===== src/rtl/led_output_device.sv =====
// Memory-mapped LED output peripheral: a CPU store to BASE is held for HOLD_TIME
// cycles before reaching the LEDs; CTRL_BASE exposes ready, sticky overrun and ie.
module led_output_device #(
   parameter int             LED_WIDTH = 10,
   parameter int             BITS      = 32,
   parameter logic [BITS-1:0] BASE      = 32'hF0000004,
   parameter logic [BITS-1:0] CTRL_BASE = 32'hF0000104,
   parameter int             HOLD_TIME = 4
) (
   input  logic                 clk,
   input  logic                 reset,
   input  logic                 we,
   input  logic                 re,
   input  logic [BITS-1:0]      memAddr,
   input  logic [BITS-1:0]      dataBusIn,
   output logic [BITS-1:0]      dataBusOut,
   output logic [LED_WIDTH-1:0] ledr,
   output logic                 intr
);

   localparam int CW = $clog2(HOLD_TIME) + 1;
   localparam logic [CW-1:0] LAST = CW'(HOLD_TIME - 1);

   typedef enum logic {IDLE, BUSY} stateT;

   stateT                state, stateNext;
   logic [CW-1:0]        counter, counterNext;
   logic [LED_WIDTH-1:0] pending, pendingNext;
   logic [LED_WIDTH-1:0] ledrNext;
   logic                 ready, readyNext;
   logic                 overrun, overrunNext;
   logic                 ie, ieNext;

   logic dataWr, ctrlWr, dataRd, ctrlRd;
   logic unusedBusBits;

   assign dataWr = we & (memAddr == BASE);
   assign ctrlWr = we & (memAddr == CTRL_BASE);
   assign dataRd = re & ~we & (memAddr == BASE);
   assign ctrlRd = re & ~we & (memAddr == CTRL_BASE);
   assign unusedBusBits = ^dataBusIn;

   assign intr = ready & ie;

   // All architectural state updates together; reset aborts any transfer in flight.
   always_ff @(posedge clk or negedge reset) begin
      if (!reset) begin
         state   <= IDLE;
         counter <= '0;
         pending <= '0;
         ledr    <= '0;
         ready   <= 1'b1;
         overrun <= 1'b0;
         ie      <= 1'b0;
      end else begin
         state   <= stateNext;
         counter <= counterNext;
         pending <= pendingNext;
         ledr    <= ledrNext;
         ready   <= readyNext;
         overrun <= overrunNext;
         ie      <= ieNext;
      end
   end

   // Next-state logic; a data store while BUSY (even on the completion cycle) is
   // dropped and only flags overrun.
   always_comb begin
      stateNext   = state;
      counterNext = counter;
      pendingNext = pending;
      ledrNext    = ledr;
      readyNext   = ready;
      overrunNext = overrun;
      ieNext      = ie;

      if (ctrlWr) begin
         ieNext = dataBusIn[8];
         if (!dataBusIn[2]) begin
            overrunNext = 1'b0;
         end
      end

      case (state)
         IDLE: begin
            if (dataWr) begin
               pendingNext = dataBusIn[LED_WIDTH-1:0];
               readyNext   = 1'b0;
               counterNext = '0;
               stateNext   = BUSY;
            end
         end
         BUSY: begin
            if (dataWr) begin
               overrunNext = 1'b1;
            end
            if (counter == LAST) begin
               ledrNext    = pending;
               readyNext   = 1'b1;
               counterNext = '0;
               stateNext   = IDLE;
            end else begin
               counterNext = counter + CW'(1);
            end
         end
         default: stateNext = IDLE;
      endcase
   end

   // Read mux: the data register shows the displayed value, not the pending one.
   always_comb begin
      dataBusOut = '0;
      if (dataRd) begin
         dataBusOut[LED_WIDTH-1:0] = ledr;
      end else if (ctrlRd) begin
         dataBusOut[0] = ready;
         dataBusOut[2] = overrun;
         dataBusOut[8] = ie;
      end
   end

endmodule


===== config.mk =====
export PLATFORM = sky130hd
export DESIGN_NAME = led_output_device
export DESIGN_NICKNAME = d
export VERILOG_FILES = /design/src/rtl/led_output_device.sv
export SDC_FILE = /design/constraint.sdc
export NUM_CORES = 1
export LEC_CHECK = 0
export CAP_MARGIN = 30
export CORE_MARGIN = 4
export CORE_UTILIZATION = 30
export CTS_CLUSTER_DIAMETER = 30
export DETAILED_ROUTE_END_ITERATION = 12
export PLACE_DENSITY_LB_ADDON = 0.2
export SYNTH_ARGS = -nofsm -noshare
export SYNTH_HDL_FRONTEND = slang
export SYNTH_SLANG_ARGS = --single-unit

===== constraint.sdc =====
create_clock -name clk -period 2.8 [get_ports clk]
set_input_delay 0.56 -clock clk [delete_from_list [all_inputs] [get_ports clk]]
set_output_delay 0.56 -clock clk [all_outputs]
set_load 0.01 [all_outputs]

## Word-level counts from Yosys, hierarchy flattened

Index checks and enable logic that the tools add are counted.

- Input port bits: 68
- Flip-flop bits (word level): 27
- Logic and storage cells: 46

- Reductions and logical operators: 3
- Multiplexer cells: 22
- Add/subtract/negate cells: 1
- Equal/unequal tests: 5
- Bitwise gates (word level): 8

Operators with widths:

| cell | number |
|---|---|
| 32-bit equality test (second input constant) | 2 |
| 1-bit 2-to-1 mux | 16 |
| 1-bit bitwise AND | 6 |
| 3-bit 2-to-1 mux | 2 |
| 3-bit case mux with 2 select lines | 1 |
| 2-bit AND reduction | 3 |
| 5-bit 2-to-1 mux | 1 |
| 1-bit case mux with 2 select lines | 2 |
| 3-bit by 1-bit adder with 3-bit output (second input constant) | 1 |
| 3-bit by 2-bit equality test with 1-bit output (second input constant) | 1 |
| 2-bit by 1-bit inequality test with 1-bit output (second input constant) | 1 |
| 2-bit inequality test (second input constant) | 1 |
| 1-bit inverter | 2 |

## Logic depth before layout (Yosys ltp)

- Depth after elaboration: 5
- Mapped depth: 5
- Gate-level depth less buffers: 4

## Least setup slack after synthesis

Ideal clock, no wire load.

- Path type: input to output
- Start point: input port memAddr[9]
- End point: output port dataBusOut[1]
- Slack: 0.613 ns
- Arrival time: 1.627 ns
- Cell stages on the path: 4
- Path buffers: 0
- Cell sequence: nor4_1 > nand2_1 > nor3_1 > and2_1

- Longest elaborated chain between the ends: 3

RTL lines:

| item | RTL line | source |
|---|---|---|
| from (decl) | 14 | `input logic [BITS-1:0] memAddr,` |
| 32-bit equality test | 39 | `assign dataRd = re & ~we & (memAddr == BASE);` |
| 1-bit bitwise AND | 39 |  |
| 1-bit 2-to-1 mux | 113 | `if (dataRd) begin` |
| to (decl) | 16 | `output logic [BITS-1:0] dataBusOut,` |

Every way passes these cells.

## Worst setup path after layout

- Start point: input port memAddr[7]
- End point: register overrun

- Longest elaborated chain between the ends: 5
- Elaborated cells on any way between the ends: 7

RTL lines:

| item | RTL line | source |
|---|---|---|
| 32-bit equality test | 38 | `assign ctrlWr = we & (memAddr == CTRL_BASE);` |
| 1-bit bitwise AND | 38 |  |
| 1-bit 2-to-1 mux | 77 | `if (ctrlWr) begin` |
| 1-bit 2-to-1 mux | 94 | `if (dataWr) begin` |
| 1-bit 2-to-1 mux * | 84 | `case (state)` |
| net overrunNext | 31 | `logic overrun, overrunNext;` |
| to (signal assigned) | 61 | `overrun <= overrunNext;` |
| to (decl) | 31 |  |

Mark *: on every way through the listed nets, which the timed path passes. The rest lies on a longest branch.
A chain may end at the register's enable or synchronous reset.

==> flow_metrics.tcl <==
set metrics [dict create \
    ant_nets 0 \
    clock-sinks 27 \
    total_leakage_power_nw 1.34 \
    critical_path_arrival_ns 2.90 \
    maxCapViolCount 0 \
    numPortBuffers 66 \
    io_pins 111 \
    worst_skew_pair.late_latency_ns 0.26 \
    syn-instance-count 127 \
    cts_root_cell "sky130_fd_sc_hd__clkbuf_8" \
    post_synth_xor_area_fraction 0 \
    die_height_um 79.1 \
    first_global_vias 1429 \
    global_route.usage.met1 0.160 \
    wirelength_routed_um 4360 \
    timing.hold.worst_endpoint "ready$_DFFE_PN1P_" \
    grt-busiest-layer "met2" \
    total_via_count_in_the_routed_design 1316 \
    tightest_slew_ns 0.524 \
    report.final.setup_viol 0 \
    post_synth_instance_area_um2 1520 \
    grt_overflow 0 \
    final_design_area_no_fill_um2 2590 \
    syn_avg_cell_area_um2 11.9 \
    synth_compound_gate_area_share 0.0355 \
    r2r_setup_slack_ns 1.11 \
    ctsHtreeMaxLevel 1 \
    dpl_cell_area_um2 2250 \
    timing.final.hold_violations 0 \
    global_route.usage.met3 0.0374 \
    synth_top_family_by_area "simple AND/OR/NAND/NOR gates" \
    synth_enable_flop_cells 0 \
    globalRouteMet2Util 0.247 \
    avgRoutedWirePerCell_um 14.5 \
    relSlewSlack 0.650 \
    power.density_nw_per_um2 275 \
    viasPerCell 4.37 \
    place_hpwl_um 2990 \
    cts_hold_buf 0 \
    synth.area.mux_share 0.176 \
    gr-usage-all-layers 0.136 \
    ys_seq_area_frac 0.447 \
    cp_max_fo 4 \
    timing.setup.tns_ns 0 \
    synth-simple-area-share 0.207 \
    layout_min_cycle_time_ns 2.74 \
    worstSetupStartpointType "input pin" \
    peakVddDrop_v 0.000211 \
    ys_warn_count 0 \
    rr_worst_depth 4 \
    finClkSkew_ns 0.00271 \
    tritoncts.num_buffers 3 \
    clk_path_buf_depth 2 \
    cp_data_required_time_ns 2.96 \
    yosysUniqueCellTypes 37 \
    filler_cell_count 424 \
    drc 0 \
    grt_pass1_wl_um 6760 \
    drive_above_1_share 0.397 \
    rr_endpoint "ledr[3]$_DFFE_PN0P_" \
    setup.worst_path.end_class "flop" \
    ys_ff_latch 27 \
    timing.final.crit_share 0.980 \
    timing.setup.critical_path_class "in2reg" \
    yosys_most_used_dff "sky130_fd_sc_hd__dfrtp_1" \
    min_path_type "reg2reg" \
    multiInputGateArea_um2 802 \
    placeableCoreArea_um2 4820 \
    floorplan.die_area_um2 6250 \
    area.sequential_um2 677 \
    grt_antenna_before_repair 0 \
    synthToLayoutAreaGrowth_pct 71.3 \
    timing.final.max_slew_violations 0 \
    floorplan.initialDensity 0.315 \
    synth-adder-area-share 0.00826 \
    first_iter_violations 32 \
    die-width_um 79.1 \
    drt_pass_1_iters 4 \
    holdPathStages 2 \
    layout.nets 304 \
    tritoncts "yes" \
    grt_max_degree 28 \
    worst_r2r_startpoint "counter[0]$_DFFE_PN0P_" \
    insertedDiodeCount 0 \
    holdCritStartpoint "ready$_DFFE_PN1P_" \
    top_achievable_clock_speed_ghz 0.364 \
    async_flop_share 1.00 \
    clk_pin_slew_worst_paths_ns 0.09 \
    floorplan.rows 25 \
    finalWeightedCongestion 0.732 \
    utilization 0.539 \
    status "finished, final reports clean" \
]
## placed cells by master (no fill, tap or decap), types with 2 or more instances in the layout
master                            synthesis  layout
sky130_fd_sc_hd__mux2_4                   8       9
sky130_fd_sc_hd__a22oi_1                  3       3
sky130_fd_sc_hd__buf_12                   0       2
sky130_fd_sc_hd__clkbuf_8                 0       3
sky130_fd_sc_hd__nand2_1                  7       7
sky130_fd_sc_hd__nor4_4                   1       4
sky130_fd_sc_hd__conb_1                   1      22
sky130_fd_sc_hd__clkdlybuf4s50_1          0      36
sky130_fd_sc_hd__and2_1                   9       7
sky130_fd_sc_hd__clkbuf_2                 0       8
sky130_fd_sc_hd__buf_4                   22      36
sky130_fd_sc_hd__dlygate4sd2_1            0       6
sky130_fd_sc_hd__inv_1                    2       2
sky130_fd_sc_hd__mux2_2                  13      12
sky130_fd_sc_hd__nor2_1                   4       4
sky130_fd_sc_hd__dlymetal6s2s_1           0      11
sky130_fd_sc_hd__buf_2                    0       2
sky130_fd_sc_hd__nor3_1                   3       2
sky130_fd_sc_hd__buf_6                    1       3
sky130_fd_sc_hd__dfrtp_1                 26      26
sky130_fd_sc_hd__and2_4                   0       2
## how the worst max path moves through the flow
stage                           from                     end  cells after the start
final                     memAddr[7]       overrun$_DFF_PN0_                     17
after global routing      memAddr[7]  pending[8]$_DFFE_PN0P_                     17
after CTS                 memAddr[3]           dataBusOut[6]                      8
after detailed placement  memAddr[9]           dataBusOut[7]                      7
after global placement    memAddr[9]           dataBusOut[7]                      7
after floorplan           memAddr[9]           dataBusOut[1]                      4
## critical path: stages
cell	delay, ns
sky130_fd_sc_hd__clkbuf_2	0.10
sky130_fd_sc_hd__nor4_4	0.30
sky130_fd_sc_hd__buf_4	0.15
sky130_fd_sc_hd__buf_4	0.09
sky130_fd_sc_hd__buf_4	0.09
sky130_fd_sc_hd__buf_4	0.09
sky130_fd_sc_hd__buf_4	0.09
sky130_fd_sc_hd__buf_4	0.09
sky130_fd_sc_hd__buf_4	0.08
sky130_fd_sc_hd__buf_4	0.09
sky130_fd_sc_hd__buf_4	0.09
sky130_fd_sc_hd__buf_4	0.09
sky130_fd_sc_hd__buf_4	0.10
sky130_fd_sc_hd__nand3_4	0.07
sky130_fd_sc_hd__buf_4	0.15
sky130_fd_sc_hd__or4b_4	0.46
sky130_fd_sc_hd__a21o_1	0.19
## through the flow
step | hold slack [ns] | worst slack, ns | power (mW) | std cells
CTS | 0.496 | 0.00529 | 0.719 | 296
global placement | 0.462 | -0.367 | 0.495 | 267
detailed placement | 0.477 | -0.347 | 0.497 | 267
finish | 0.486 | 0.0564 | 0.713 | 301
floorplan | 0.264 | 0.613 | 0.439 | 148
global route | 0.510 | -0.0195 | 0.748 | 301
## power by group
group | internal (mW) | switching, mW
Clock | 0.102 | 0.109
Combinational | 0.0659 | 0.0462
Sequential | 0.390 | 0.0000000104
Total | 0.557 | 0.155
## layout make-up
class | instances | share of cell area
repair buffers | 106 | 0.378
multi-input cells | 95 | 0.309
flip-flops and latches | 27 | 0.261
well taps | 67 | 0.0323
clock buffers | 4 | 0.0174
inverters | 2 | 0.00289
## kinds of logic (layout without fill, tap and decap cells)
logic type / Yosys count / after routing
multiplexers: 21 / 21
adder cells (fa/ha/maj): 1 / 1
other: 1 / 22
AO/OA/AOI/OAI: 8 / 8
flip-flops: 27 / 27
buffers and inverters: 26 / 112
AND/OR/NAND/NOR: 43 / 43
## cell usage after synthesis, drive strengths merged, types with 2 or more instances
library cell  instances  share of area
buf                  23           0.12
and4bb                2          0.017
a22oi                 3          0.015
nor4                  6          0.047
and2                  9          0.037
nor3                  4          0.017
dfrtp                26           0.43
nor2                  4         0.0099
nand3                 2         0.0099
inv                   2         0.0050
nand2                 7          0.017
mux2                 21           0.18
## routing by layer
metal / wire length [um] / vias to the layer above / share of wire
met1: 1720 / 630 / 0.39
met4: 10 / 0 / 0.0023
met2: 2180 / 69 / 0.50
met3: 444 / 2 / 0.10
li1: - / 615 / -
met5: 0 / - / 0
## sequential cells by signal (all words and copies together) (netlist names)
| register | flops |
|---|---|
| ledr | 10 |
| pending | 10 |
| counter | 3 |
| ie | 1 |
| overrun | 1 |
| ready | 1 |
| state | 1 |
## repair_timing
item,in CTS,in global routing
cloned,0,1
endpoints found under the setup margin,10,22
buffers inserted,25,4
pin swaps,9,9
resized for setup,38,36
Power figures use the tool's default switching activity.
